<file path="src/rtl/alu_seq_pkg.sv">
// Shared encodings for the multi-byte ALU sequencer: command codes, ALU op codes, FSM states.
package alu_seq_pkg;

    localparam logic [3:0] SEQ_ADD = 4'd0;
    localparam logic [3:0] SEQ_SUB = 4'd1;
    localparam logic [3:0] SEQ_ASL = 4'd2;
    localparam logic [3:0] SEQ_ROL = 4'd3;
    localparam logic [3:0] SEQ_LSR = 4'd4;
    localparam logic [3:0] SEQ_ROR = 4'd5;
    localparam logic [3:0] SEQ_AND = 4'd6;
    localparam logic [3:0] SEQ_ORA = 4'd7;
    localparam logic [3:0] SEQ_EOR = 4'd8;

    localparam logic [3:0] ALU_ADD = 4'b0011;
    localparam logic [3:0] ALU_SUB = 4'b0111;
    localparam logic [3:0] ALU_SHL = 4'b1011;
    localparam logic [3:0] ALU_SHR = 4'b1111;
    localparam logic [3:0] ALU_ORA = 4'b1100;
    localparam logic [3:0] ALU_AND = 4'b1101;
    localparam logic [3:0] ALU_EOR = 4'b1110;

    typedef enum logic [1:0] {
        IDLE    = 2'd0,
        ISSUE   = 2'd1,
        CAPTURE = 2'd2
    } seq_state_t;

    function automatic logic [3:0] alu_op_of(input logic [3:0] op);
        case (op)
            SEQ_ADD:          alu_op_of = ALU_ADD;
            SEQ_SUB:          alu_op_of = ALU_SUB;
            SEQ_ASL, SEQ_ROL: alu_op_of = ALU_SHL;
            SEQ_LSR, SEQ_ROR: alu_op_of = ALU_SHR;
            SEQ_AND:          alu_op_of = ALU_AND;
            SEQ_EOR:          alu_op_of = ALU_EOR;
            default:          alu_op_of = ALU_ORA;
        endcase
    endfunction

endpackage

</file>
<file path="src/rtl/alu_seq.sv">
// Multi-byte arithmetic sequencer: feeds the 8-bit ALU one byte per cycle, chains carry
// through the ALU's registered CO and assembles the result and final flags.
//
// state   | meaning
// IDLE    | waiting for a command, cmd_ready high
// ISSUE   | presenting byte idx to the ALU, capturing the previous byte's result
// CAPTURE | storing the last byte and computing final flags, done next cycle
module alu_seq
    import alu_seq_pkg::*;
#(
    parameter int NBYTES = 2
) (
    input  logic                  clk,
    input  logic                  reset_n,
    input  logic                  RDY,
    input  logic                  cmd_valid,
    output logic                  cmd_ready,
    input  logic [3:0]            cmd_op,
    input  logic                  cmd_ci,
    input  logic                  cmd_bcd,
    input  logic [8*NBYTES-1:0]   cmd_a,
    input  logic [8*NBYTES-1:0]   cmd_b,
    output logic [3:0]            alu_op,
    output logic                  alu_right,
    output logic                  alu_bcd,
    output logic                  alu_ci,
    output logic [7:0]            alu_ai,
    output logic [7:0]            alu_bi,
    input  logic [7:0]            alu_out,
    input  logic                  alu_co,
    input  logic                  alu_v,
    input  logic                  alu_n,
    output logic                  done,
    output logic [8*NBYTES-1:0]   res,
    output logic                  res_c,
    output logic                  res_z,
    output logic                  res_n,
    output logic                  res_v
);

    localparam int W  = 8 * NBYTES;
    localparam int IW = (NBYTES > 1) ? $clog2(NBYTES) : 1;
    localparam logic [IW-1:0] LAST = IW'(NBYTES - 1);

    seq_state_t      state;
    logic [IW-1:0]   idx;
    logic [3:0]      op_q;
    logic            ci_q;
    logic            bcd_q;
    logic [W-1:0]    a_q;
    logic [W-1:0]    b_q;

    logic [7:0]      a_byte [NBYTES];
    logic [7:0]      b_byte [NBYTES];
    logic [W-1:0]    res_next;
    logic            is_arith;
    logic            is_shift;
    logic            msb_first;
    logic [IW-1:0]   cur_k;
    logic [IW-1:0]   prev_k;
    logic [IW-1:0]   wr_slot;
    logic            wr_en;

    assign is_arith  = (op_q == SEQ_ADD) || (op_q == SEQ_SUB);
    assign msb_first = (op_q == SEQ_LSR) || (op_q == SEQ_ROR);
    assign is_shift  = msb_first || (op_q == SEQ_ASL) || (op_q == SEQ_ROL);

    // Right shifts walk MSB-first so the carry flows downward through the bytes.
    assign cur_k   = msb_first ? (LAST - idx) : idx;
    assign prev_k  = msb_first ? (cur_k + IW'(1)) : (cur_k - IW'(1));
    assign wr_en   = ((state == ISSUE) && (idx != '0)) || (state == CAPTURE);
    assign wr_slot = (state == CAPTURE) ? cur_k : prev_k;

    assign cmd_ready = (state == IDLE);

    for (genvar g = 0; g < NBYTES; g++) begin : g_slot
        assign a_byte[g] = a_q[8*g +: 8];
        assign b_byte[g] = b_q[8*g +: 8];
        assign res_next[8*g +: 8] = (wr_en && (wr_slot == IW'(g))) ? alu_out : res[8*g +: 8];
    end

    // ALU inputs decode straight from registered state; alu_ci must see the live CO.
    always_comb begin
        alu_op    = '0;
        alu_right = 1'b0;
        alu_bcd   = 1'b0;
        alu_ci    = 1'b0;
        alu_ai    = '0;
        alu_bi    = '0;
        if (state == ISSUE) begin
            alu_op    = alu_op_of(op_q);
            alu_right = msb_first;
            alu_bcd   = bcd_q & is_arith;
            alu_ai    = a_byte[cur_k];
            alu_bi    = is_shift ? 8'h00 : b_byte[cur_k];
            if (idx == '0)
                alu_ci = ((op_q == SEQ_ASL) || (op_q == SEQ_LSR)) ? 1'b0 : ci_q;
            else
                alu_ci = alu_co;
        end
    end

    always_ff @(posedge clk or negedge reset_n) begin
        if (!reset_n) begin
            state <= IDLE;
            idx   <= '0;
            op_q  <= '0;
            ci_q  <= 1'b0;
            bcd_q <= 1'b0;
            a_q   <= '0;
            b_q   <= '0;
            res   <= '0;
            res_c <= 1'b0;
            res_z <= 1'b0;
            res_n <= 1'b0;
            res_v <= 1'b0;
            done  <= 1'b0;
        end else if (RDY) begin
            done <= 1'b0;
            case (state)
                IDLE: begin
                    if (cmd_valid) begin
                        op_q  <= cmd_op;
                        ci_q  <= cmd_ci;
                        bcd_q <= cmd_bcd;
                        a_q   <= cmd_a;
                        b_q   <= cmd_b;
                        idx   <= '0;
                        state <= ISSUE;
                    end
                end
                ISSUE: begin
                    res <= res_next;
                    if (idx == LAST)
                        state <= CAPTURE;
                    else
                        idx <= idx + IW'(1);
                end
                CAPTURE: begin
                    res   <= res_next;
                    res_c <= alu_co;
                    res_v <= is_arith & alu_v;
                    // LSB-first ops finish on the top byte, whose N the ALU already holds.
                    res_n <= msb_first ? res_next[W-1] : alu_n;
                    res_z <= ~|res_next;
                    done  <= 1'b1;
                    state <= IDLE;
                end
                default: state <= IDLE;
            endcase
        end
    end

endmodule

</file>
<file path="config.mk">
export PLATFORM = sky130hd
export DESIGN_NAME = alu_seq
export DESIGN_NICKNAME = d
export VERILOG_FILES = /design/src/rtl/alu_seq_pkg.sv /design/src/rtl/alu_seq.sv
export SDC_FILE = /design/constraint.sdc
export NUM_CORES = 1
export LEC_CHECK = 0
export CORE_UTILIZATION = 35
export DETAILED_ROUTE_END_ITERATION = 8
export PLACE_DENSITY = 0.65
export SETUP_SLACK_MARGIN = 0.2
export SYNTH_ARGS = -nofsm -noshare
export SYNTH_HDL_FRONTEND = slang
export SYNTH_SLANG_ARGS = --single-unit
</file>
<file path="constraint.sdc">
create_clock -name clk -period 1.9 [get_ports clk]
set_input_delay 0.38 -clock clk [delete_from_list [all_inputs] [get_ports clk]]
set_output_delay 0.38 -clock clk [all_outputs]
set_load 0.005 [all_outputs]
</file>
# Yosys cells after proc, flatten, opt, wreduce, memory -nomap -nowiden
# Memories as Yosys holds them, arrays and structs flattened.
# Index checks and enable logic that the tools add are counted.
# op_classes
n_bitwise,4
n_reduce_logical,20
add_sub_neg,4
magnitude_cmp,1
n_mux,28
eq_ne,9
# op_table
op,n
$mux W8,11
$reduce_or A16 Y1,1
$mux W1,12
$reduce_and A3 Y1,3
$eq A4 B2 Y1 const B,2
$eq A4 B3 Y1 const B,2
$logic_or A1 B1 Y1,6
$eq A4 B1 Y1 const B,1
$logic_not A4 Y1,1
$mux W2,2
$mux W4,1
$ne A2 B2 Y1 const B,2
$pmux W2 S2,1
$reduce_and A2 Y1,2
$logic_and A1 B1 Y1,3
$add A1 B1 Y1 const B,2
$and A1 B1 Y1,2
$eq A2 B1 Y1 const B,1
$eq A2 B2 Y1 const B,1
$ge A2 B2 Y1 const B,1
$logic_not A2 Y1,1
$not A1 Y2,1
$pmux W1 S2,1
$reduce_bool A2 Y1,1
other kinds (5),5
# word_totals
inputBits,53
register_bits,62
romBits,64
word_cells,80
n_memories,1
output_inout_bits,45
# mem_list
name,depth,width,rd,rd_clocked_by_memory_dff,wr,line_no,text
(no name shown),16,4,1,0,0,alu_seq_pkg.sv:29,case (op)

# Logic depth before layout (Yosys ltp)
# logic_depth
depth_word,11
mapped_depth,8
ltp_nobuf,7

# Least setup slack after synthesis
# OpenSTA, ideal clock, no wires.
# synth_path
path_type,register -> register
startpoint,reg state[0]
endpoint,reg res[10]
period_less_slack_ps,1980
stages_incl_launch_ff,8
required_time_ps,1775
path_slack_ps,-80
arrival_time_ps,1856
n_path_buf,1
setup_time_ps,125
path_cell_list,dfrtp_1 > inv_1 > ha_1 > buf_4 > and4bb_4 > nor2_2 > a311oi_4 > mux2_2
# synth_via
elab_chain_cells,5
elab_cells_between_ends,9
cone_classes,eq/ne: 2; mux: 2; reduce/logical: 5
# synth_rtl
item,line_no,text
"start, declared",alu_seq.sv:45,seq_state_t state;
"start signal, assigned",alu_seq.sv:105,state <= IDLE;
"start signal, assigned",alu_seq.sv:129,state <= ISSUE;
"start signal, assigned",alu_seq.sv:135,state <= CAPTURE;
$eq A2 B1 Y1,"alu_seq.sv:71, alu_seq.sv:120",
$logic_and A1 B1 Y1,alu_seq.sv:71,assign wr_en = ((state == ISSUE) && (idx != '0)) || (state == CAPTURE);
$logic_or A1 B1 Y1,alu_seq.sv:71,
$logic_and A1 B1 Y1,alu_seq.sv:79,assign res_next[8*g +: 8] = (wr_en && (wr_slot == IW'(g))) ? alu_out : res[8*g +: 8];
$mux W8,alu_seq.sv:79,
"end signal, assigned",alu_seq.sv:133,res <= res_next;
"end signal, assigned",alu_seq.sv:140,res <= res_next;
"end, declared",alu_seq.sv:34,"output logic [8*NBYTES-1:0] res,"
# Parallel ways exist; a longest one is shown, timed or not.
# A chain may end at the register's enable or synchronous reset.

# Worst setup path after layout
# layout_path
startpoint,reg op_q[1]
endpoint,out alu_bi[0]
# layout_via
elab_chain_cells,9
elab_cells_between_ends,14
cone_classes,eq/ne: 4; mux: 6; bitwise: 1; reduce/logical: 3
# layout_rtl
item,line_no,text
"start, declared",alu_seq.sv:47,logic [3:0] op_q;
"start signal, assigned",alu_seq.sv:123,op_q <= cmd_op;
$eq A4 B3 Y1,alu_seq.sv:65,assign msb_first = (op_q == SEQ_LSR) || (op_q == SEQ_ROR);
$logic_or A1 B1 Y1,alu_seq.sv:65,
$mux W1,alu_seq.sv:69,assign cur_k = msb_first ? (LAST - idx) : idx;
$not A1 Y2 (not written as such),alu_seq.sv:95,alu_bi = is_shift ? 8'h00 : b_byte[cur_k];
$mux W8 (not written as such) (3 in series),alu_seq.sv:95,
$mux W8 *,alu_seq.sv:95,
$mux W8 *,alu_seq.sv:90,if (state == ISSUE) begin
"end, declared",alu_seq.sv:28,"output logic [7:0] alu_bi,"
# Mark *: on every way between the ends. The rest lies on a longest branch, timed or not. The select of a mux whose other input is x is not followed.

==> results.env <==
RESULT_OF_THE_RUN='finished, violations left'
VIOLATED_CHECKS='negative setup slack'
CLOCK_LATENCY_PS=340
TIMING.CRITICAL_PATH.TO_TYPE='output pin'
HOLD_VIOL=0
DIE_EXTENT_IN_Y_UM=96.90
GRT_SETUP_UNREPAIRED='true'
DRT-VIAS-PER-INSTANCE=4.975
CELL_TYPES_OCCUPYING_THE_MOST_AREA_AFTER_SYNTHESIS='sky130_fd_sc_hd__dfrtp_1 49%, sky130_fd_sc_hd__mux2_2 19%, sky130_fd_sc_hd__nand2_1 5.1%'
MAX_SLEW.WORST_PIN.SLEW_PS=503.6
LAYOUT.CELLS.MOST_COMMON='sky130_fd_sc_hd__clkdlybuf4s50_1'
MOSTFREQUENTLAYOUTCELLS='70 x sky130_fd_sc_hd__clkdlybuf4s50_1, 60 x sky130_fd_sc_hd__dfrtp_1, 47 x sky130_fd_sc_hd__mux2_2, 35 x sky130_fd_sc_hd__buf_4, 24 x sky130_fd_sc_hd__buf_2'
YS_SEQ_AREA_SHARE_PCT=49.23
PLACEMENTROWS=34
PLACE_HPWL_MM=6.012
NUMBER_OF_ANTENNA_VIOLATIONS_AT_THE_FIRST_CHECK_IN_GLOBAL_ROUTING=0
HOLD_BUFFERS=0
GPL.FINAL_WEIGHTED_CONGESTION=0.7786
CRITPATHLAUNCHTYPE='flop'
FINAL_MAX_SLEW_VIOL_COUNT=0
STATIC-LEAKAGE-POWER_nW=2.306
TOTALNEGATIVESETUPSLACK_PS=-8886
CRITICALPATHCATEGORY='reg -> out'
SYN-INSTANCE-COUNT=285
GRT_START_MAX_NET_PINS=63
FILLERS=677
REGAREA_UM2=1554
VIAS=2781
SETUP_VIOL_COUNT_FINAL=41
NETS=503
TRITONCTS='done'
NUMBER_OF_DETAILED_ROUTE_ITERATIONS_IN_THE_FIRST_PASS=4
NUMPORTBUFFERS=97
SYNTH.FF_LATCH_COUNT=62
ANTENNA_VIOLATING_NETS_POST_ROUTE=0
P_INT_W=0.005810
FIN_SKEW_PS=9.165
CRITPATHREQUIREDTIME_PS=1520
CTS.SINKS=62
SHARE_COMB_OF_TOTAL_POWER_PCT=60.5
FLOORPLAN_CORE_AREA_UM2=8721
CTS_INSERTED_BUFFERS=9
SYNTH-ASYNC-RESET-RATIO_PCT=100.0
POWER-PER-CELL-AREA_nW_PER_UM2=1729
YOSYSTOPAREACELL='sky130_fd_sc_hd__dfrtp_1'
DIE_WIDTH_UM=96.90
POST_DRT_WL_PER_CELL_UM=16.03
DESIGN.PORTCOUNT=98
SLOWEST_STAGE='sky130_fd_sc_hd__dfrtp_1'
ANTENNA_CELLS=0
HOLD_PATH.CLASS='in -> async'
CP_CELL_SEQUENCE='nor3b_4 > buf_12 > xnor2_4 > buf_12 > buf_16 > buf_8 > nand2_1 > a21oi_2 > buf_2'
SYNTH_NETS=342
YOSYSUNIQUECELLTYPES=48
WIRELENGTH_MM=8.958
INITIAL_CORE_UTIL_PCT=36.14
CRIT_PATH_MAX_INCR_DELAY_PS=410
SHARE_CLK_OF_TOTAL_POWER_PCT=12.4
CP_TOP_FAMILY='buffers and inverters'
SYNTHESIS.YOSYS.WARNINGS=0
ROUTE.DETAILED.DRC=0
FINAL_LAYOUT_SIZE_SUFFIX_GT1_SHARE_PCT=51.66
PLACED_CELL_AREA_UM2=4618
DESIGN.DIE.AREA_UM2=9389
CTS-ROOT-BUF='sky130_fd_sc_hd__clkbuf_8'
GRT.OVERFLOW.TOTAL=0
FLOW.AREA_GROWTH_FROM_SYNTHESIS_PCT=68.52
FIN_WS_PS=-399.3
GRT_UTIL_ALL_LAYERS_PCT=19.85
FINAL_CRITICAL_DELAY_INCLUDING_SETUP_AND_EXTERNAL_DELAYS_PS=2299
FIRST_GLOBAL_VIAS=2954
FINISH.INSTANCE_AREA_UM2=5311
WORST_SETUP_HOLD_PATH_CLK_SLEW_PS=80
POWER_SWITCHING_SHARE_PCT=36.73
TIMING.CRITICAL_PATH.BUF_INV=5
MAX_SLEW_MARGIN_PCT=66.17
WORST_EP_ARRIVAL_TIME_PS=1920
DRV.MAX_CAP_VIOLATION_COUNT=0
CLOCKBUFFERDEPTH=2
GRT_FIRST_PASS_WIRELENGTH_MM=14.88
CTS_MAX_LEVEL=3
SYNTH_AREA_UM2=3152
MIN_PERIOD_OVER_PERIOD_PCT=121.0
POST_SYNTH.CELL_AREA_AVG_UM2=11.06
SYNTH_EDF_COUNT=0
MULTI_INPUT_AREA_UM2=1836
PWR-SHARE-SEQ_PCT=27.1
SYNTH_FLOP_CELL='sky130_fd_sc_hd__dfrtp_1'
IR_DROP_uV=666.9
CRITICAL_PATH.MAX_FANOUT=4
POWER.SWITCHING_W=0.003373
CRIT_TOP_CELL='sky130_fd_sc_hd__buf_12'
SYNTH_TOP_AREA_SHARE_PCT=49.23
ACHIEVABLE_FREQ_GHz=0.4349
DETAIL_ROUTE.ITER0.VIOLATIONS=130
-- timing repair --
| action | 4_1_cts | 5_1_grt |
|---|---|---|
| pin swaps | 34 | 36 |
| resized for setup | 172 | 28 |
| gates cloned | 2 | 0 |
| setup endpoints to repair | 47 | 42 |
| buffers inserted | 21 | 7 |
-- registers in the layout, indices dropped and copies added, names as in the netlist --
signal	count
res_v	1
res	16
res_z	1
a_q	16
b_q	16
idx	1
res_c	1
state	2
bcd_q	1
done	1
ci_q	1
op_q	4
res_n	1
-- layout make-up --
cell class                      instances  share of cell area (%)
Tap cell                              108                   2.544
Inverter                                6                  0.4711
Sequential cell                        62                   29.26
Timing Repair Buffer                  165                   29.59
Clock buffer                           10                   2.403
Clock inverter                          6                   1.178
Multi-Input combinational cell        202                   34.56
-- path summary, 6_finish.rpt --
| check | from | endpoint | slack (ps) | cells past startpoint |
|---|---|---|---|---|
| worst max register to register | op_q[1] | res_z | -210 | 9 |
| max in group asynchronous | reset_n | res[15] | 1570 | 2 |
| worst max-delay path | op_q[1] | alu_bi[0] | -400 | 9 |
| min in group clk | a_q[13] | a_q[13] | 510 | 1 |
| worst min register to register | a_q[13] | a_q[13] | 510 | 1 |
| worst min-delay path | reset_n | b_q[0] | 10 | 2 |
-- metrics by stage --
stage                     hold slack (ps)  std cells  power (W)  utilization (%)  setup slack (ps)
after floorplan                     84.41        285   0.004668                -            -41.50
after global placement              418.7        513   0.006448            52.96            -375.3
after detailed placement            421.6        513   0.006559            52.96            -407.2
after CTS                           43.98        552   0.008806            59.11            -391.1
after global routing                38.09        559   0.009730            60.90            -495.4
final                               14.03        559   0.009183            60.90            -399.3
-- routing by layer --
metal	up-vias	track usage (%)	share of wire, %	wire [um]
met5	-	0	0	0
met4	0	7.233	1.7	155
met2	62	32.61	50	4490
li1	1338	-	-	-
met1	1368	25.72	44	3961
met3	13	4.263	3.9	351
-- cell families after synthesis --
logic type | share of synthesized area (%)
compound gates | 11.23
xor+xnor | 0.8338
fa+ha+maj | 1.588
buf+inv | 3.335
flops | 49.23
mux | 19.97
simple gates | 13.82
-- cell usage after synthesis (4+ instances only) --
cell                      instances
sky130_fd_sc_hd__nor2_1          11
sky130_fd_sc_hd__o21ai_0          7
sky130_fd_sc_hd__or4_1            5
sky130_fd_sc_hd__buf_2            6
sky130_fd_sc_hd__a21oi_1         25
sky130_fd_sc_hd__mux2_2          54
sky130_fd_sc_hd__inv_1            6
sky130_fd_sc_hd__ha_1             4
sky130_fd_sc_hd__nand2_1         43
sky130_fd_sc_hd__nor3_1           6
sky130_fd_sc_hd__dfrtp_1         62
-- power by group through the flow --
| stage | logic [W] | clock network, W | registers, W |
|---|---|---|---|
| floorplan | 0.00236 | 0 | 0.00231 |
| global placement | 0.00405 | 0 | 0.00239 |
| detailed placement | 0.00414 | 0 | 0.00242 |
| CTS | 0.00521 | 0.00116 | 0.00243 |
| global route | 0.00593 | 0.00123 | 0.00256 |
| finish | 0.00556 | 0.00114 | 0.00249 |
Power figures use the tool's default switching activity.
